==> src/rtl/pwm_capture_l1.sv <==
// PWM period/high-time capture feeding a bit-serial restoring divider that yields
// a fixed-point duty cycle, with stuck-waveform timeout reporting.
module pwm_capture_l1 #(
  parameter int DATA_WIDTH         = 32,
  parameter int DATA_WIDTH_DECIMAL = 20
) (
  input  logic                  aclk,
  input  logic                  reset,
  input  logic                  ce,
  input  logic                  pwm,
  input  logic [31:0]           timeout,
  output logic [31:0]           period_meas,
  output logic [31:0]           high_meas,
  output logic [DATA_WIDTH-1:0] duty,
  output logic                  valid,
  output logic                  stuck,
  output logic                  overrun
);

  localparam int QW = DATA_WIDTH_DECIMAL + 1;
  localparam int BW = (QW > 1) ? $clog2(QW) : 1;
  localparam logic [BW-1:0] LAST_BIT = BW'(QW - 1);
  localparam logic [DATA_WIDTH-1:0] DUTY_ONE = DATA_WIDTH'(1) << DATA_WIDTH_DECIMAL;

  typedef enum logic {IDLE, DIV} state_t;

  state_t          state_q, state_d;
  logic            prev_q, prev_d;
  logic            armed_q, armed_d;
  logic            seenFall_q, seenFall_d;
  logic [31:0]     cnt_q, cnt_d;
  logic [31:0]     highCnt_q, highCnt_d;
  logic [32:0]     rem_q, rem_d;
  logic [31:0]     div_q, div_d;
  logic [31:0]     highCap_q, highCap_d;
  logic [QW-1:0]   quo_q, quo_d;
  logic [BW-1:0]   bitCnt_q, bitCnt_d;
  logic [31:0]     periodMeas_q, periodMeas_d;
  logic [31:0]     highMeas_q, highMeas_d;
  logic [DATA_WIDTH-1:0] duty_q, duty_d;
  logic            valid_q, valid_d;
  logic            stuck_q, stuck_d;
  logic            overrun_q, overrun_d;

  logic            rise, fall, capture, toFire;
  logic            qBit;
  logic [32:0]     remNext;
  logic [QW-1:0]   quoNext;

  assign rise    = ce & pwm & ~prev_q;
  assign fall    = ce & ~pwm & prev_q;
  assign capture = rise & armed_q & seenFall_q;
  // A rise always restarts the count, so it pre-empts any timeout on that tick.
  assign toFire  = ce & ~rise & armed_q & (timeout != 32'd0) & (cnt_q >= timeout)
                   & (state_q == IDLE);

  always_comb begin
    prev_d     = prev_q;
    armed_d    = armed_q;
    seenFall_d = seenFall_q;
    cnt_d      = cnt_q;
    highCnt_d  = highCnt_q;
    if (ce) begin
      prev_d = pwm;
    end
    if (rise) begin
      cnt_d      = 32'd1;
      armed_d    = 1'b1;
      seenFall_d = 1'b0;
    end else begin
      if (ce && armed_q && (cnt_q != 32'hFFFF_FFFF)) begin
        cnt_d = cnt_q + 32'd1;
      end
      if (fall && armed_q) begin
        highCnt_d  = cnt_q;
        seenFall_d = 1'b1;
      end
      if (toFire) begin
        armed_d    = 1'b0;
        seenFall_d = 1'b0;
      end
    end
  end

  // Remainder starts at high (<= period) so the first step yields the integer bit.
  always_comb begin
    state_d      = state_q;
    rem_d        = rem_q;
    div_d        = div_q;
    highCap_d    = highCap_q;
    quo_d        = quo_q;
    bitCnt_d     = bitCnt_q;
    periodMeas_d = periodMeas_q;
    highMeas_d   = highMeas_q;
    duty_d       = duty_q;
    stuck_d      = stuck_q;
    overrun_d    = overrun_q;
    valid_d      = 1'b0;
    qBit         = 1'b0;
    remNext      = rem_q;
    quoNext      = quo_q;
    case (state_q)
      IDLE: begin
        if (capture) begin
          rem_d     = {1'b0, highCnt_q};
          div_d     = cnt_q;
          highCap_d = highCnt_q;
          quo_d     = '0;
          bitCnt_d  = LAST_BIT;
          state_d   = DIV;
        end else if (toFire) begin
          periodMeas_d = '0;
          highMeas_d   = '0;
          duty_d       = pwm ? DUTY_ONE : '0;
          stuck_d      = 1'b1;
          valid_d      = 1'b1;
        end
      end
      DIV: begin
        if (capture) begin
          overrun_d = 1'b1;
        end
        qBit             = (rem_q >= {1'b0, div_q});
        remNext          = qBit ? (rem_q - {1'b0, div_q}) : rem_q;
        quoNext          = quo_q;
        quoNext[bitCnt_q] = qBit;
        rem_d            = remNext << 1;
        quo_d            = quoNext;
        if (bitCnt_q == '0) begin
          periodMeas_d = div_q;
          highMeas_d   = highCap_q;
          duty_d       = DATA_WIDTH'(quoNext);
          stuck_d      = 1'b0;
          valid_d      = 1'b1;
          state_d      = IDLE;
        end else begin
          bitCnt_d = bitCnt_q - BW'(1);
        end
      end
      default: state_d = IDLE;
    endcase
  end

  always_ff @(posedge aclk or posedge reset) begin
    if (reset) begin
      state_q      <= IDLE;
      prev_q       <= 1'b0;
      armed_q      <= 1'b0;
      seenFall_q   <= 1'b0;
      cnt_q        <= '0;
      highCnt_q    <= '0;
      rem_q        <= '0;
      div_q        <= '0;
      highCap_q    <= '0;
      quo_q        <= '0;
      bitCnt_q     <= '0;
      periodMeas_q <= '0;
      highMeas_q   <= '0;
      duty_q       <= '0;
      valid_q      <= 1'b0;
      stuck_q      <= 1'b0;
      overrun_q    <= 1'b0;
    end else begin
      state_q      <= state_d;
      prev_q       <= prev_d;
      armed_q      <= armed_d;
      seenFall_q   <= seenFall_d;
      cnt_q        <= cnt_d;
      highCnt_q    <= highCnt_d;
      rem_q        <= rem_d;
      div_q        <= div_d;
      highCap_q    <= highCap_d;
      quo_q        <= quo_d;
      bitCnt_q     <= bitCnt_d;
      periodMeas_q <= periodMeas_d;
      highMeas_q   <= highMeas_d;
      duty_q       <= duty_d;
      valid_q      <= valid_d;
      stuck_q      <= stuck_d;
      overrun_q    <= overrun_d;
    end
  end

  assign period_meas = periodMeas_q;
  assign high_meas   = highMeas_q;
  assign duty        = duty_q;
  assign valid       = valid_q;
  assign stuck       = stuck_q;
  assign overrun     = overrun_q;

endmodule

==> config.mk <==
export PLATFORM = sky130hd
export DESIGN_NAME = pwm_capture_l1
export DESIGN_NICKNAME = d
export VERILOG_FILES = /design/src/rtl/pwm_capture_l1.sv
export SDC_FILE = /design/constraint.sdc
export NUM_CORES = 1
export LEC_CHECK = 0
export CAP_MARGIN = 15
export CORE_AREA = 3 3 195 197
export CTS_CLUSTER_DIAMETER = 50
export CTS_CLUSTER_SIZE = 14
export DETAILED_ROUTE_END_ITERATION = 16
export DIE_AREA = 0 0 198 200
export PLACE_DENSITY_LB_ADDON = 0.2
export SLEW_MARGIN = 20
export SYNTH_ARGS = -nofsm -noshare
export SYNTH_HDL_FRONTEND = slang
export SYNTH_SLANG_ARGS = --single-unit
==> constraint.sdc <==
create_clock -name aclk -period 13.1 [get_ports aclk]
set_input_delay 2.62 -clock aclk [delete_from_list [all_inputs] [get_ports aclk]]
set_output_delay 2.62 -clock aclk [all_outputs]
set_load 0.1 [all_outputs]
==> flow_metrics.py, run 1 <==
metrics = {
    "clock_network": {
        "cts_tree": "yes",
        "clock_tree.root_cell": "clkbuf_16",
        "ctsHoldBuffers": 0,
        "clkTransAtPathRegs_ns": 0.06,
        "cts_resized": 0,
        "cts.htree.levels": 2,
        "clockBufferDepth": 3,
        "post_cts_buffers": 0,
        "cts_sinks": 278,
        "numCtsBuffers": 35,
        "clock_latency_ns": 0.52,
    },
    "sta": {
        "finalMaxSlewViolations": 0,
        "clock_skew_ns": 0.02549,
        "slew_headroom": 0.3061,
        "rsz0062_at_grt": "no",
        "period_needed_ns": 5.840,
        "max_freq_mhz": 171.2,
        "post-route-period-util": 0.4458,
        "setup-violations-final": 0,
        "tns_ns": 0,
        "tightest_slew_ns": 1.038,
        "hold_viol": 0,
        "whs_ns": 0.4642,
    },
    "finish": {
        "drive_gt1_frac": 0.09151,
        "antenna-diode-count": 0,
        "layout_common_cells": "nand2_1, dfrtp_1, clkdlybuf4s50_1",
        "nNetsFinal": 1752,
        "area_growth_pct": 18.43,
        "final_area_sq_mm": 0.01725,
        "layout_commonest_cell": "nand2_1",
        "fillers": 3461,
    },
    "synthesis": {
        "synthTopCellsByArea": "dfrtp_1, nand2_1, ha_1",
        "synth_simple_gate_area_frac": 0.1786,
        "synth_area_sq_mm": 0.01457,
        "synth-compound-area-share": 0.1325,
        "ys_async_sr_fraction": 1.000,
        "synth_top_cell_by_area": "dfrtp_1",
        "synth_top_family_by_area": "simple AND/OR/NAND/NOR gates",
        "ys.flop_type": "dfrtp_1",
        "yosysWarnings": 0,
        "muxShareOfSynthArea": 0.06081,
        "yosysSeqAreaShare": 0.4776,
        "synthesis.instances": 1568,
        "yosysUniqueCellTypes": 68,
        "yosys.area_share.adder": 0.06150,
        "synth_xor_area_frac": 0.03247,
        "synth.avg_cell_area_sq_um": 9.290,
        "ys_ff_latch": 278,
        "synth_top_area_share": 0.4776,
        "synth_edf_count": 0,
    },
    "job": {
        "maxCapViolCount": 0,
    },
    "grt": {
        "grt_use_total": 0.2026,
        "grt_pass1_wl_um": 63690,
        "grt_pass1_vias": 11330,
        "antenna_found_initial": 1,
        "grt_overflow": 0,
        "grt_max_degree": 168,
    },
    "critical_path": {
        "r2r_setup_slack_ns": 9.03,
        "cpPeakStageDelay_ns": 0.68,
        "critical_path_required_ns": 13.50,
        "path_max_fanout": 71,
        "cp-start-kind": "input port",
        "critPathSlowestCell": "buf_4",
        "path_cells": "clkdlybuf4s50_1, inv_1, ha_1, a21o_1, a21o_1, a21oi_1, o211ai_1, or3_1, o221a_2, nor2_4, buf_4, buf_4, nand2_1, o31ai_1",
        "arrival_ns": 6.24,
        "endpoint_kind": "register",
        "crit_type": "in -> reg",
    },
    "placement": {
        "place.gp.congestion": 0.8540,
        "portBuffers": 123,
        "detailed_place.area_sq_mm": 0.01608,
        "dpl.hpwl_um": 27590,
    },
    "power_and_ir_drop": {
        "ir_drop_v": 0.0001329,
        "p_seq_frac": 0.271,
        "p_int_mw": 2.417,
        "comb_power_share": 0.518,
        "powerDensity_mw_per_mm2": 265.1,
        "p_clk_frac": 0.212,
        "netSwitchingPower_mw": 2.156,
        "leakagePower_nw": 8.236,
        "p_sw_frac": 0.4714,
    },
    "route": {
        "drc": 0,
        "drt_iter0_drc": 814,
        "totalWireLength_um": 40420,
        "vias": 11670,
        "ant_nets": 0,
        "avgRoutedWirePerCell_um": 18.89,
        "vias_per_cell": 5.453,
        "first_pass_iters": 7,
    },
    "die": {
        "num_io_pins": 135,
        "core_area_sq_mm": 0.03643,
        "fp.dieW_um": 198,
        "start_util": 0.3998,
        "design.die.area_sq_mm": 0.03960,
        "die_h_um": 200,
        "rows": 70,
    },
    "hold_path": {
        "hold_path.class": "reg -> reg",
    },
    "run_status": {
        "outcome": "finished, final reports clean",
    },
}
-- power by group through the flow --
stage	Combinational, mW	Sequential, mW	Clock [mW]
after floorplan	1.41	1.65	0
after global placement	2.33	1.25	0
after detailed placement	2.36	1.25	0
after CTS	2.37	1.24	0.986
after global routing	2.60	1.27	1.02
final	2.37	1.24	0.967
-- flip-flops by register name (all words and copies together) (netlist names), 5 cells and up --
name         cells
period_meas     32
high_meas       32
quo_q           20
cnt_q           32
div_q           32
duty            21
rem_q           33
highCnt_q       32
highCap_q       32
bitCnt_q         5
-- area by class of cell --
cell class              count  area [sq um]  share of cell area
clock buffers              42         953.4             0.05527
clock inverters            22         219.0             0.01269
inverters                  92         352.8             0.02045
multi-input cells        1105          6860              0.3977
flip-flops and latches    278          6958              0.4033
well taps                 468         585.6             0.03394
repair buffers            133          1323             0.07666
-- critical path, delay by kind of cell --
kind                     cells  cell delay (ns)
buffers and inverters        4             1.63
AND/OR/NAND/NOR              3             0.53
AO/OA/AOI/OAI                6             1.05
adder cells (fa/ha/maj)      1             0.31
-- per-stage QoR --
step,utilization,std cells,worst slack [ns],power (mW)
6_report,0.4735,2140,7.260,4.573
3_5_place_dp,0.4412,2076,6.755,3.606
3_3_place_gp,0.4412,2076,6.822,3.580
2_1_floorplan,-,1578,2.815,3.063
5_1_grt,0.4735,2140,7.052,4.893
4_1_cts,0.4734,2140,7.273,4.594
-- worst paths after layout --
check,end,cells past startpoint,start
max,period_meas[13]$_DFFE_PP0P_,14,timeout[13]
min,high_meas[15]$_DFFE_PP0P_,2,high_meas[15]$_DFFE_PP0P_
max reg2reg,rem_q[32]$_DFFE_PP0P_,12,div_q[1]$_DFFE_PP0P_
min reg2reg,high_meas[15]$_DFFE_PP0P_,2,high_meas[15]$_DFFE_PP0P_
max in group asynchronous,rem_q[14]$_DFFE_PP0P_,3,reset
min in group asynchronous,high_meas[25]$_DFFE_PP0P_,2,reset
-- Yosys cell counts, types with 2 or more instances --
cell / instances
nand2_1: 334
dfrtp_1: 278
inv_1: 90
o21ai_0: 84
clkbuf_1: 70
ha_1: 70
nand3_1: 70
mux2_2: 60
nor2_1: 58
a21oi_1: 55
o31ai_1: 38
a31oi_1: 32
and3_1: 30
xor2_1: 29
xnor2_1: 25
a21o_1: 24
o22ai_1: 23
mux2i_1: 21
nand4_1: 19
nor4_1: 14
buf_2: 13
buf_4: 13
or3_1: 11
nor3_1: 10
and4_1: 9
a211oi_1: 7
nor2b_1: 7
o211ai_1: 6
o21a_1: 6
nand2b_1: 5
a211o_1: 4
a31o_2: 3
a32oi_1: 3
buf_1: 3
buf_6: 3
nor3b_1: 3
o2111ai_1: 3
o21ai_1: 3
o211a_1: 2
o21bai_1: 2
-- metal layers --
layer	vias to the layer above	GRT usage	wire length [um]	part of all wire
met5	-	0	0	0
met4	0	0.05085	835	0.021
met3	54	0.03609	2134	0.053
met2	320	0.3356	19130	0.47
met1	5724	0.2784	18320	0.45
li1	5572	-	-	-
-- cell families after synthesis --
group           Yosys count
buf+inv                 195
other cells               1
fa+ha+maj                71
flops                   278
simple gates            581
xor+xnor                 54
mux                      81
compound gates          307
Power figures use the tool's default switching activity.
==> inputs of run 2 (changes only) <==
==> constraint.sdc (replaced) <==
create_clock -name aclk -period 5.5 [get_ports aclk]
set_input_delay 1.1 -clock aclk [delete_from_list [all_inputs] [get_ports aclk]]
set_output_delay 1.1 -clock aclk [all_outputs]
set_load 0.1 [all_outputs]
==> flow_metrics.py, run 2 (synthesis gave the netlist of run 1 again) <==
metrics = {
    "finish": {
        "nNetsFinal": 1753,
        "final_area_sq_mm": 0.01740,
        "area_growth_pct": 19.48,
        "layout.cells.non_filler": 2139,
        "layout_commonest_cell": "nand2_1",
        "largest-register": "rem_q",
        "layout_common_cells": "nand2_1, dfrtp_1, clkdlybuf4s50_1",
        "largest_register_ffs": 33,
        "drive_gt1_frac": 0.09102,
        "final_util": 0.4777,
    },
    "critical_path": {
        "arrival_ns": 4.47,
        "worst_path_most_repeated_cell": "a21o_1",
        "cp_top_family": "simple AND/OR/NAND/NOR gates",
        "endpoint_kind": "register",
        "path_max_fanout": 36,
        "critPathSlowestCell": "nor2_4",
        "cpPeakStageDelay_ns": 0.51,
        "critical_path_buf_inv_count": 3,
        "path_cells": "clkdlybuf4s50_1, inv_1, ha_1, a21o_1, a21o_1, a21oi_1, o211ai_1, or3_1, o221a_2, nor2_4, inv_2, nand3_1, nand2_1",
        "cp-start-kind": "input port",
        "critical_path_required_ns": 5.90,
        "crit_type": "in -> reg",
    },
    "power_and_ir_drop": {
        "p_sw_frac": 0.4575,
        "p_clk_frac": 0.228,
        "leakagePower_nw": 8.306,
        "p_seq_frac": 0.268,
        "p_int_mw": 6.027,
        "ir_drop_v": 0.0002562,
        "powerDensity_mw_per_mm2": 638.4,
        "netSwitchingPower_mw": 5.084,
        "comb_power_share": 0.504,
        "total_power_mw": 11.11,
    },
    "route": {
        "vias_per_cell": 5.440,
        "met3_length_um": 2121,
        "route.met2.wl_um": 19170,
        "first_pass_iters": 5,
        "totalWireLength_um": 40530,
        "vias": 11640,
        "drt_iter0_drc": 843,
        "highest-signal-layer": "met4",
        "wl_met1_um": 18080,
        "ant_nets": 0,
        "avgRoutedWirePerCell_um": 18.95,
        "drc": 0,
    },
    "sta": {
        "post-route-period-util": 0.7406,
        "clock_skew_ns": 0.01362,
        "slew_headroom": 0.3066,
        "hold_viol": 0,
        "max_freq_mhz": 245.5,
        "tns_ns": 0,
        "rsz0062_at_grt": "no",
        "tightest_slew_ns": 1.037,
        "period_needed_ns": 4.073,
        "setup-violations-final": 0,
        "finalMaxSlewViolations": 0,
    },
    "placement": {
        "dpl.hpwl_um": 28020,
        "portBuffers": 123,
        "place.gp.congestion": 0.8606,
        "place_inst": 2078,
        "detailed_place.area_sq_mm": 0.01612,
    },
    "die": {
        "fp.dieW_um": 198,
        "num_io_pins": 135,
        "rows": 70,
        "die_h_um": 200,
        "core_area_sq_mm": 0.03643,
        "design.die.area_sq_mm": 0.03960,
        "start_util": 0.3998,
    },
    "hold_path": {
        "hold_path.class": "reg -> reg",
    },
    "run_status": {
        "outcome": "finished, final reports clean",
    },
    "clock_network": {
        "cts_resized": 0,
        "post_cts_buffers": 0,
        "ctsHoldBuffers": 0,
        "clock_latency_ns": 0.52,
        "clkTransAtPathRegs_ns": 0.06,
        "cts_tree": "yes",
        "numCtsBuffers": 34,
        "clock_tree.root_cell": "clkbuf_16",
        "cts_sinks": 278,
        "cts.htree.levels": 2,
        "clockBufferDepth": 3,
    },
    "job": {
        "maxCapViolCount": 0,
    },
    "grt": {
        "grt_pass1_wl_um": 64150,
        "grt_max_degree": 96,
        "grt_pass1_vias": 11370,
        "grt_use_total": 0.2040,
        "antenna_found_initial": 0,
        "grt_overflow": 0,
    },
}
==> run 2: changes by cell type in the layout (fill, tap and decap cells not counted), moves of 2 or more <==
cell       before  now
bufinv_16       1    7
clkinv_4        5    1
buf_12          1    4
clkbuf_1        3    1
inv_6           5    3
==> run 2: routing by layer <==
metal,global-route usage,vias up
li1,-,5564
met1,0.2790,5677
met2,0.3371,326
met3,0.03055,69
met4,0.06474,0
met5,0,-
==> run 2: area by class of cell <==
type,count,area [sq um]
well taps,468,585.6
clock inverters,20,325.3
multi-input cells,1105,6855
repair buffers,135,1371
inverters,92,349.1
clock buffers,40,957.2
flip-flops and latches,278,6958
fillers,3472,19030
diodes,1,2.502
==> run 2: through the flow <==
step / worst slack, ns / hold slack, ns
after floorplan: 0.7207 / 0.4581
after global placement: 0.9555 / 0.4457
after detailed placement: 0.8978 / 0.4479
after CTS: 1.433 / 0.4632
after global routing: 1.169 / 0.4882
final: 1.427 / 0.4613
==> run 2: worst register-to-register path, stage by stage, from the launching register on <==
cell,delay (ns)
dfrtp_1,0.38
inv_1,0.09
ha_1,0.29
nor2b_1,0.18
o2111ai_1,0.15
a31oi_1,0.31
o21ai_2,0.14
o21bai_1,0.33
a31o_2,0.36
a21o_1,0.77
buf_4,0.50
nand2_1,0.23
o21ba_1,0.24
==> run 2: worst paths after layout <==
check,from,to,slack (ns),cells past startpoint
worst max register to register,div_q[1]$_DFFE_PP0P_,rem_q[19]$_DFFE_PP0P_,1.44,12
max in group asynchronous,reset,rem_q[20]$_DFFE_PP0P_,3.35,3
worst max-delay path,timeout[13],high_meas[19]$_DFFE_PP0P_,1.43,13
worst min register to register,overrun$_DFFE_PP0P_,overrun$_DFFE_PP0P_,0.46,1
min in group asynchronous,reset,highCap_q[25]$_DFFE_PP0P_,1.14,2
worst min-delay path,overrun$_DFFE_PP0P_,overrun$_DFFE_PP0P_,0.46,1
==> run 2: power groups by stage <==
stage	clock network [mW]	logic [mW]	registers [mW]
floorplan	0	3.36	3.93
global placement	0	5.51	3.00
detailed placement	0	5.57	3.01
CTS	2.58	5.60	2.98
global route	2.67	6.14	3.05
finish	2.53	5.60	2.98
==> inputs of run 3 (changes only) <==
==> constraint.sdc (replaced) <==
create_clock -name aclk -period 3.8 [get_ports aclk]
set_input_delay 0.76 -clock aclk [delete_from_list [all_inputs] [get_ports aclk]]
set_output_delay 0.76 -clock aclk [all_outputs]
set_load 0.1 [all_outputs]
==> flow_metrics.py, run 3 (synthesis gave the netlist of run 1 again) <==
metrics = {
    "run_status": {
        "outcome": "finished, final reports clean",
    },
    "power_and_ir_drop": {
        "ir_drop_v": 0.0003733,
        "powerDensity_mw_per_mm2": 901.4,
        "total_power_mw": 15.78,
        "leakagePower_nw": 8.375,
    },
    "hold_path": {
        "hold_path_depth": 2,
        "hold_path.class": "reg -> reg",
        "hp-start": "high_meas[0]$_DFFE_PP0P_",
    },
    "clock_network": {
        "clock_tree.root_cell": "clkbuf_16",
        "ctsHoldBuffers": 0,
        "cts.htree.levels": 2,
        "clkTransAtPathRegs_ns": 0.07,
        "cts_resized": 0,
        "cts_tree": "yes",
        "clockBufferDepth": 3,
        "post_cts_buffers": 0,
        "cts_sinks": 278,
        "clock_latency_ns": 0.52,
        "numCtsBuffers": 34,
    },
    "sta": {
        "slew_headroom": 0.3056,
        "max_freq_mhz": 286.4,
        "tightest_slew_ns": 1.038,
        "setup_slack_ns": 0.3084,
        "hold_viol": 0,
        "whs_ns": 0.4625,
        "finalMaxSlewViolations": 0,
        "post-route-period-util": 0.9188,
        "clock_skew_ns": 0.02700,
        "period_needed_ns": 3.492,
        "rsz0062_at_grt": "no",
        "setup-violations-final": 0,
        "tns_ns": 0,
    },
    "critical_path": {
        "r2r_start": "div_q[1]$_DFFE_PP0P_",
        "path_max_fanout": 12,
        "crit_type": "reg -> reg",
        "cpPeakStageDelay_ns": 0.51,
        "arrival_ns": 3.90,
        "reg2regPathDepth": 12,
        "cp-start-kind": "register",
        "endpoint_kind": "register",
        "startpoint": "div_q[1]$_DFFE_PP0P_",
        "critPathSlowestCell": "a21o_1",
        "path_cells": "inv_1, ha_1, nor2b_1, o2111ai_1, a31oi_1, o21ai_2, o21bai_1, a31o_2, a21o_1, buf_4, nand2_1, o21ba_1",
        "critical_path_required_ns": 4.20,
    },
    "grt": {
        "grt_max_degree": 106,
        "antenna_found_initial": 0,
        "grt_pass1_vias": 11720,
        "grt_use_total": 0.2055,
        "gr-usage-met2": 0.3429,
        "use_met3": 0.02669,
        "grt_most_used_layer": "met2",
        "use_met1": 0.2825,
        "grt_pass1_wl_um": 64610,
        "grt_overflow": 0,
    },
    "route": {
        "vias": 11780,
        "first_pass_iters": 5,
        "drt_iter0_drc": 670,
        "ant_nets": 0,
        "totalWireLength_um": 40420,
        "avgRoutedWirePerCell_um": 18.72,
        "drc": 0,
        "vias_per_cell": 5.457,
    },
    "die": {
        "start_util": 0.3998,
        "rows": 70,
        "die_h_um": 200,
        "num_io_pins": 135,
        "design.die.area_sq_mm": 0.03960,
        "core_area_sq_mm": 0.03643,
        "fp.dieW_um": 198,
    },
    "finish": {
        "ff_latch_area_sq_mm": 0.006958,
        "largest_register_ffs": 33,
        "nNetsFinal": 1773,
        "final_util": 0.4805,
        "area_growth_pct": 20.19,
        "fillers": 3486,
        "drive_gt1_frac": 0.1005,
        "layout_commonest_cell": "nand2_1",
        "antenna-diode-count": 0,
        "multi_input_area_sq_mm": 0.006848,
        "largest-register": "rem_q",
        "layout_common_cells": "nand2_1, dfrtp_1, clkdlybuf4s50_1",
    },
    "placement": {
        "dpl.hpwl_um": 28870,
        "place.gp.congestion": 0.8607,
        "preCtsSetupSlack_ns": -0.01573,
        "portBuffers": 123,
    },
    "job": {
        "maxCapViolCount": 0,
    },
}
[run 3: worst paths after layout]
| kind | slack [ns] | end |
|---|---|---|
| max in group asynchronous | 2.24 | cnt_q[1]$_DFFE_PP0P_ |
| min in group asynchronous | 0.71 | highCnt_q[2]$_DFFE_PP0P_ |
| worst min register to register | 0.46 | high_meas[0]$_DFFE_PP0P_ |
| worst max-delay path | 0.31 | rem_q[19]$_DFFE_PP0P_ |
| worst max register to register | 0.31 | rem_q[19]$_DFFE_PP0P_ |
| worst min-delay path | 0.46 | high_meas[0]$_DFFE_PP0P_ |
[run 3: metal layers]
metal  part of all wire  up-vias
li1                   -     5631
met1               0.45     5775
met2               0.47      310
met3              0.049       66
met4              0.028        0
met5                  0        -
[run 3: metrics by stage]
stage	area, sq um	std cells
3_5_place_dp	16370	2098
3_3_place_gp	16370	2098
6_report	17510	2159
5_1_grt	17510	2159
2_1_floorplan	14610	1578
4_1_cts	17500	2159
[run 3: layout make-up]
type | instances | share of cell area
Inverter | 92 | 0.01994
Clock buffer | 41 | 0.05181
Tap cell | 468 | 0.03345
Multi-Input combinational cell | 1105 | 0.3911
Sequential cell | 278 | 0.3974
Timing Repair Buffer | 155 | 0.09355
Clock inverter | 20 | 0.01272
[run 3: power by group]
group          internal (mW)  switching, mW  leakage (nW)
Combinational           2.78           5.45          4.19
Sequential              3.73          0.570          3.63
Clock                   1.89           1.36         0.552
[run 3: critical path, delay by kind of cell, from the launching register on]
kind	cells	cell delay [ns]
adder cells (fa/ha/maj)	1	0.29
AND/OR/NAND/NOR	2	0.30
buffers and inverters	2	0.41
flip-flops	1	0.38
AO/OA/AOI/OAI	7	1.99
